## config.mk

```make
export PLATFORM = sky130hd
export DESIGN_NAME = ps2_scancode_decoder
export DESIGN_NICKNAME = d
export VERILOG_FILES = /design/src/rtl/ps2_pkg.sv /design/src/rtl/ps2_modifier_tracker.sv /design/src/rtl/ps2_scancode_decoder.sv
export SDC_FILE = /design/constraint.sdc
export NUM_CORES = 1
export LEC_CHECK = 0
export BUFFER_PORTS_ARGS = -buffer_cell sky130_fd_sc_hd__buf_4
export CAP_MARGIN = 40
export CELL_PAD_IN_SITES_DETAIL_PLACEMENT = 0
export CELL_PAD_IN_SITES_GLOBAL_PLACEMENT = 1
export CORE_MARGIN = 1.5
export CORE_UTILIZATION = 30
export CTS_BUF_LIST = sky130_fd_sc_hd__clkbuf_4
export CTS_CLUSTER_SIZE = 16
export DETAILED_ROUTE_END_ITERATION = 6
export PLACE_DENSITY_LB_ADDON = 0.1
export REMOVE_ABC_BUFFERS = 1
export SLEW_MARGIN = 10
export SYNTH_ARGS = -nofsm -noshare
export SYNTH_HDL_FRONTEND = slang
export SYNTH_SLANG_ARGS = --single-unit
```

## constraint.sdc

```tcl
create_clock -name clk -period 3.3 [get_ports clk]
set_input_delay 0.33 -clock clk [delete_from_list [all_inputs] [get_ports clk]]
set_output_delay 0.33 -clock clk [all_outputs]
set_load 0.05 [all_outputs]
```

## src/rtl/ps2_pkg.sv

```systemverilog
`default_nettype none
// ============================================================================
// Module  : ps2_pkg
// Purpose : Shared state encoding and PS/2 Set-2 byte constants.
// Rev     : 1.0
// ============================================================================
package ps2_pkg;

  typedef enum logic [2:0] {
    ST_IDLE    = 3'd0,
    ST_EXT     = 3'd1,
    ST_BRK     = 3'd2,
    ST_EXT_BRK = 3'd3,
    ST_PAUSE   = 3'd4
  } state_e;

  localparam logic [7:0] PFX_EXT     = 8'hE0;
  localparam logic [7:0] PFX_BRK     = 8'hF0;
  localparam logic [7:0] PFX_PAUSE   = 8'hE1;
  localparam logic [7:0] RSP_ACK     = 8'hFA;
  localparam logic [7:0] RSP_BAT     = 8'hAA;
  localparam logic [7:0] RSP_BATFAIL = 8'hFC;
  localparam logic [7:0] RSP_ERR_00  = 8'h00;
  localparam logic [7:0] RSP_ERR_FF  = 8'hFF;

  localparam logic [7:0] KEY_LSHIFT  = 8'h12;
  localparam logic [7:0] KEY_RSHIFT  = 8'h59;
  localparam logic [7:0] KEY_CTRL    = 8'h14;
  localparam logic [7:0] KEY_CAPS    = 8'h58;

  localparam logic [2:0] PAUSE_LEN   = 3'd7;

endpackage : ps2_pkg
`default_nettype wire

```

## src/rtl/ps2_modifier_tracker.sv

```systemverilog
`default_nettype none
// ============================================================================
// Module  : ps2_modifier_tracker
// Purpose : Shift / ctrl / caps-lock state driven by decoded key events.
// Rev     : 1.0
// ============================================================================
module ps2_modifier_tracker
  import ps2_pkg::*;
(
  input  logic       clk,
  input  logic       reset,
  input  logic       key_valid,
  input  logic [7:0] key_code,
  input  logic       key_ext,
  input  logic       key_break,
  output logic       shift_state,
  output logic       ctrl_state,
  output logic       caps_lock
);

  logic lshift_q, rshift_q, lctrl_q, rctrl_q, caps_q, caps_held_q;
  logic lshift_d, rshift_d, lctrl_d, rctrl_d, caps_d, caps_held_d;

  always_ff @(posedge clk or negedge reset) begin
    if (!reset) begin
      lshift_q    <= 1'b0;
      rshift_q    <= 1'b0;
      lctrl_q     <= 1'b0;
      rctrl_q     <= 1'b0;
      caps_q      <= 1'b0;
      caps_held_q <= 1'b0;
    end else begin
      lshift_q    <= lshift_d;
      rshift_q    <= rshift_d;
      lctrl_q     <= lctrl_d;
      rctrl_q     <= rctrl_d;
      caps_q      <= caps_d;
      caps_held_q <= caps_held_d;
    end
  end

  // Extended 12/59 are the print-screen fake shifts and must not touch shift.
  always_comb begin
    lshift_d    = lshift_q;
    rshift_d    = rshift_q;
    lctrl_d     = lctrl_q;
    rctrl_d     = rctrl_q;
    caps_d      = caps_q;
    caps_held_d = caps_held_q;
    if (key_valid) begin
      if (!key_ext) begin
        case (key_code)
          KEY_LSHIFT: lshift_d = !key_break;
          KEY_RSHIFT: rshift_d = !key_break;
          KEY_CTRL:   lctrl_d  = !key_break;
          KEY_CAPS: begin
            if (key_break) begin
              caps_held_d = 1'b0;
            end else begin
              if (!caps_held_q) caps_d = !caps_q;
              caps_held_d = 1'b1;
            end
          end
          default: ;
        endcase
      end else if (key_code == KEY_CTRL) begin
        rctrl_d = !key_break;
      end
    end
  end

  assign shift_state = lshift_q | rshift_q;
  assign ctrl_state  = lctrl_q | rctrl_q;
  assign caps_lock   = caps_q;

endmodule : ps2_modifier_tracker
`default_nettype wire

```

## src/rtl/ps2_scancode_decoder.sv

```systemverilog
`default_nettype none
// ============================================================================
// Module  : ps2_scancode_decoder
// Purpose : PS/2 Set-2 byte stream to key events, pause and response strobes.
// Rev     : 1.0
// ============================================================================
module ps2_scancode_decoder
  import ps2_pkg::*;
#(
  parameter int TIMEOUT_CYCLES = 2_000_000,
  parameter int TO_W           = 21
) (
  input  logic       clk,
  input  logic       reset,
  input  logic [7:0] rx_data,
  input  logic       rx_done_tick,
  output logic       key_valid,
  output logic [7:0] key_code,
  output logic       key_ext,
  output logic       key_break,
  output logic       pause_tick,
  output logic       ack_tick,
  output logic       bat_tick,
  output logic       err_tick,
  output logic       shift_state,
  output logic       ctrl_state,
  output logic       caps_lock
);

  localparam logic [TO_W-1:0] TO_LAST = TO_W'(TIMEOUT_CYCLES - 1);

  state_e          state_q, state_d;
  logic [TO_W-1:0] to_cnt_q, to_cnt_d;
  logic [2:0]      pcnt_q, pcnt_d;
  logic            valid_q, valid_d, ext_q, ext_d, brk_q, brk_d;
  logic [7:0]      code_q, code_d;
  logic            pause_q, pause_d, ack_q, ack_d, bat_q, bat_d, err_q, err_d;
  logic            timeout;

  // A byte arriving in the expiry cycle wins over the timeout.
  assign timeout = (state_q != ST_IDLE) && !rx_done_tick && (to_cnt_q == TO_LAST);

  always_ff @(posedge clk or negedge reset) begin
    if (!reset) begin
      state_q  <= ST_IDLE;
      to_cnt_q <= '0;
      pcnt_q   <= '0;
      valid_q  <= 1'b0;
      code_q   <= '0;
      ext_q    <= 1'b0;
      brk_q    <= 1'b0;
      pause_q  <= 1'b0;
      ack_q    <= 1'b0;
      bat_q    <= 1'b0;
      err_q    <= 1'b0;
    end else begin
      state_q  <= state_d;
      to_cnt_q <= to_cnt_d;
      pcnt_q   <= pcnt_d;
      valid_q  <= valid_d;
      code_q   <= code_d;
      ext_q    <= ext_d;
      brk_q    <= brk_d;
      pause_q  <= pause_d;
      ack_q    <= ack_d;
      bat_q    <= bat_d;
      err_q    <= err_d;
    end
  end

  always_comb begin
    state_d  = state_q;
    pcnt_d   = pcnt_q;
    to_cnt_d = '0;
    if (rx_done_tick) begin
      case (state_q)
        ST_IDLE: begin
          if (rx_data == PFX_EXT) begin
            state_d = ST_EXT;
          end else if (rx_data == PFX_BRK) begin
            state_d = ST_BRK;
          end else if (rx_data == PFX_PAUSE) begin
            state_d = ST_PAUSE;
            pcnt_d  = '0;
          end
        end
        ST_EXT:     state_d = (rx_data == PFX_BRK) ? ST_EXT_BRK : ST_IDLE;
        ST_BRK:     state_d = ST_IDLE;
        ST_EXT_BRK: state_d = ST_IDLE;
        ST_PAUSE: begin
          if (pcnt_q == PAUSE_LEN - 3'd1) state_d = ST_IDLE;
          pcnt_d = pcnt_q + 3'd1;
        end
        default:    state_d = ST_IDLE;
      endcase
    end else if (timeout) begin
      state_d = ST_IDLE;
    end else if (state_q != ST_IDLE) begin
      to_cnt_d = to_cnt_q + 1'b1;
    end
  end

  always_comb begin
    valid_d = 1'b0;
    code_d  = code_q;
    ext_d   = ext_q;
    brk_d   = brk_q;
    pause_d = 1'b0;
    ack_d   = 1'b0;
    bat_d   = 1'b0;
    err_d   = 1'b0;
    if (rx_done_tick) begin
      case (state_q)
        ST_IDLE: begin
          case (rx_data)
            PFX_EXT, PFX_BRK, PFX_PAUSE: ;
            RSP_ACK: ack_d = 1'b1;
            RSP_BAT: bat_d = 1'b1;
            RSP_ERR_00, RSP_ERR_FF, RSP_BATFAIL: err_d = 1'b1;
            default: begin
              valid_d = 1'b1;
              code_d  = rx_data;
              ext_d   = 1'b0;
              brk_d   = 1'b0;
            end
          endcase
        end
        ST_EXT: begin
          if (rx_data != PFX_BRK) begin
            valid_d = 1'b1;
            code_d  = rx_data;
            ext_d   = 1'b1;
            brk_d   = 1'b0;
          end
        end
        ST_BRK, ST_EXT_BRK: begin
          valid_d = 1'b1;
          code_d  = rx_data;
          ext_d   = (state_q == ST_EXT_BRK);
          brk_d   = 1'b1;
        end
        ST_PAUSE: pause_d = (pcnt_q == PAUSE_LEN - 3'd1);
        default: ;
      endcase
    end else if (timeout) begin
      err_d = 1'b1;
    end
  end

  // Fed from the next-state event so modifiers change with key_valid.
  ps2_modifier_tracker u_mod (
    .clk         (clk),
    .reset       (reset),
    .key_valid   (valid_d),
    .key_code    (code_d),
    .key_ext     (ext_d),
    .key_break   (brk_d),
    .shift_state (shift_state),
    .ctrl_state  (ctrl_state),
    .caps_lock   (caps_lock)
  );

  assign key_valid  = valid_q;
  assign key_code   = code_q;
  assign key_ext    = ext_q;
  assign key_break  = brk_q;
  assign pause_tick = pause_q;
  assign ack_tick   = ack_q;
  assign bat_tick   = bat_q;
  assign err_tick   = err_q;

endmodule : ps2_scancode_decoder
`default_nettype wire
```

==> metrics.cfg <==
[layout]
nFillCells=889
final-seq-area_sq_um=1200
diodes=0
nets=306
areaGrowthSynthToFinish_pct=13.8
fin_util=0.349
drive_gt1_frac=0.232
multi_input_area_sq_um=1310

[worst_setup_path]
critPathLaunchType=flip-flop
critical-path-slowest-cell=dfrtp_1
worst-setup-path-type=flip-flop to flip-flop
cp_max_fo=9
worstSetupEndpointType=flip-flop
crit_required_ns=3.57
arrival_ns=2.78
crit_chain=nand2b_1, nor2_1, buf_4, and3_2, o21a_4, nor4b_4, nor3b_2, mux2_1
crit_path_max_incr_delay_ns=0.57

[clock_tree]
path_clk_slew_ns=0.14
htree_levels=2
numCtsBuffers=5
cts_tree=done
clock-root-buffer=clkbuf_4
clockBufferDepth=2
cts.sinks=48
worstSkewPairLatency_ns=0.37

[worst_hold_path]
holdCritPathClass=input pin to flip-flop

[synth]
netlist.area_leader.share=0.453
async_flop_share=1.00
yosys-top-cells-area=dfrtp_1, xor2_1, nor2_1
avgSynthCellArea_sq_um=10.0
yosys.area_share.simple=0.257
synth_compound_area_frac=0.106
yosys.area.top_type=dfrtp_1
synth_top_family_by_area=simple AND/OR/NAND/NOR gates
synth_xor_area_frac=0.0760
synthMuxAreaShare=0.0420
ys_types=60
synth_seq_cells=48
synth_edf_count=0
synth_commonest_cells=dfrtp_1, nor2_1, nand2_1
syn_area_sq_um=2650
synth_most_common_cell=dfrtp_1
synth_adder_area_share=0.0142
ys.flop_type=dfrtp_1
yosysSeqAreaShare=0.453
yosys_warnings=0
syn_inst=264

[sta]
hold_viol=0
final.setup_skew_ns=0.00698
worst_pin_slew_ns=0.705
fin_tns_setup_ns=0
slew_headroom=0.529
fmax_ghz=0.399
maxSlewViolCount=0
period_share=0.760
finalCriticalPeriod_ns=2.51
rsz0062_at_grt=false
setup_violations=0

[die]
die_h_microns=97.0
ioPinCount=29
initial_utilization=0.307
fp.dieW_microns=97.0
std_cell_rows=34
core_area_sq_um=8640
die_area_sq_um=9410

[placement]
numPortBuffers=28
place_congestion=0.770
dp_hpwl_microns=4380

[status]
status=finished, final reports clean

[power_and_ir_drop]
ir_worst_vdd_v=0.000417
powerDensity_nw_per_um2=665
leakagePower_nw=1.35
power.total_mw=2.01

[routing]
post_drt_via_cell_ratio=4.93
wl_per_cell_microns=15.3
drc=0
drtIter0Drc=84
ant_nets=0
num_vias=1976
routed_wl_microns=6140
drtPass1Iterations=4

[global_route]
antenna_found_initial=0
grt_pass1_vias=2002
grt_first_pass_wirelength_microns=10300
grt_max_degree=49
grtUsageTotal=0.136
gr-total-overflow=0

[flow_run]
max_cap_viol_count=0

## flip-flops by register name, indices dropped and copies added, names as in the netlist
register           count
u_mod.rctrl_q          1
state_q                3
u_mod.lshift_q         1
err_tick               1
u_mod.lctrl_q          1
pcnt_q                 3
key_valid              1
ack_tick               1
pause_tick             1
key_ext                1
key_break              1
u_mod.caps_held_q      1
key_code               8
u_mod.rshift_q         1
to_cnt_q              21
u_mod.caps_lock        1
bat_tick               1
## through the flow
step                hold slack (ns)  setup slack, ns  instance area [sq um]  std cells
floorplan                    0.0344            0.791                   2540        251
global placement              0.402            0.478                   2930        392
detailed placement            0.407            0.442                   2930        392
CTS                           0.178            0.768                   3020        401
global route                  0.191            0.638                   3020        401
finish                        0.198            0.791                   3020        401
## per-layer routing
metal	wire length, microns	global-route usage	part of all wire	vias up
met3	162	0.0231	0.026	8
met2	3060	0.230	0.50	23
met1	2810	0.175	0.46	974
met5	0	0	0	-
met4	102	0.0457	0.017	0
li1	-	-	-	971
## layout by cell type (no fill, tap or decap), types with 2 or more instances in the layout
| cell | n |
|---|---|
| a21o_1 | 2 |
| a21oi_1 | 2 |
| a22o_1 | 3 |
| a31o_2 | 2 |
| and2_1 | 2 |
| and3_1 | 7 |
| and3_2 | 2 |
| buf_4 | 33 |
| clkbuf_4 | 5 |
| dfrtp_1 | 48 |
| ha_1 | 3 |
| inv_1 | 8 |
| mux2_1 | 5 |
| mux2_2 | 4 |
| nand2_1 | 23 |
| nand2b_1 | 2 |
| nand3_1 | 15 |
| nand4_1 | 8 |
| nor2_1 | 38 |
| nor3_1 | 4 |
| nor3b_1 | 4 |
| nor4_1 | 2 |
| o211ai_1 | 3 |
| o21a_4 | 2 |
| o21ai_0 | 7 |
| or2_2 | 3 |
| xnor2_1 | 5 |
| xor2_1 | 18 |
## final timing paths
path,start,slack (ns),end,cells after the start
worst max-delay path,state_q[2],0.79,u_mod.lshift_q,8
worst min-delay path,rx_done_tick,0.20,to_cnt_q[6],2
worst max register to register,state_q[2],0.79,u_mod.lshift_q,8
worst min register to register,u_mod.caps_lock,0.49,u_mod.caps_lock,1
max in group asynchronous,reset,2.38,key_code[3],2
min in group asynchronous,reset,0.51,to_cnt_q[12],2
## repair_timing
item | CTS | global route
gates resized for setup | 0 | 0
hold buffers | 1 | 0
hold endpoints to repair | 48 | 0
setup buffers | 0 | 0
## logic make-up after synthesis
kind of cell / after synthesis
flops: 48
fa+ha+maj: 3
simple gates: 125
compound gates: 34
mux: 10
buf+inv: 21
xor+xnor: 23
## power breakdown
part	switching [mW]	total, mW	internal (mW)
Combinational	0.550	0.859	0.308
Sequential	0.0968	0.789	0.692
Clock	0.201	0.359	0.159
## layout make-up
class                      count  area share
multi-input combinational    195       0.435
clock buffer                   5      0.0124
timing repair buffer          34      0.0854
sequential                    48       0.398
inverter                       8     0.00995
tap                          108      0.0448
clock inverter                 3      0.0141
## worst max-delay path, delay by kind of cell (launching register included)
family	cells	cell delay, ns
mux	1	0.34
flops	1	0.57
simple gates	5	1.12
buf+inv	1	0.18
compound gates	1	0.21
No activity file was read; power rests on OpenSTA's default activity.
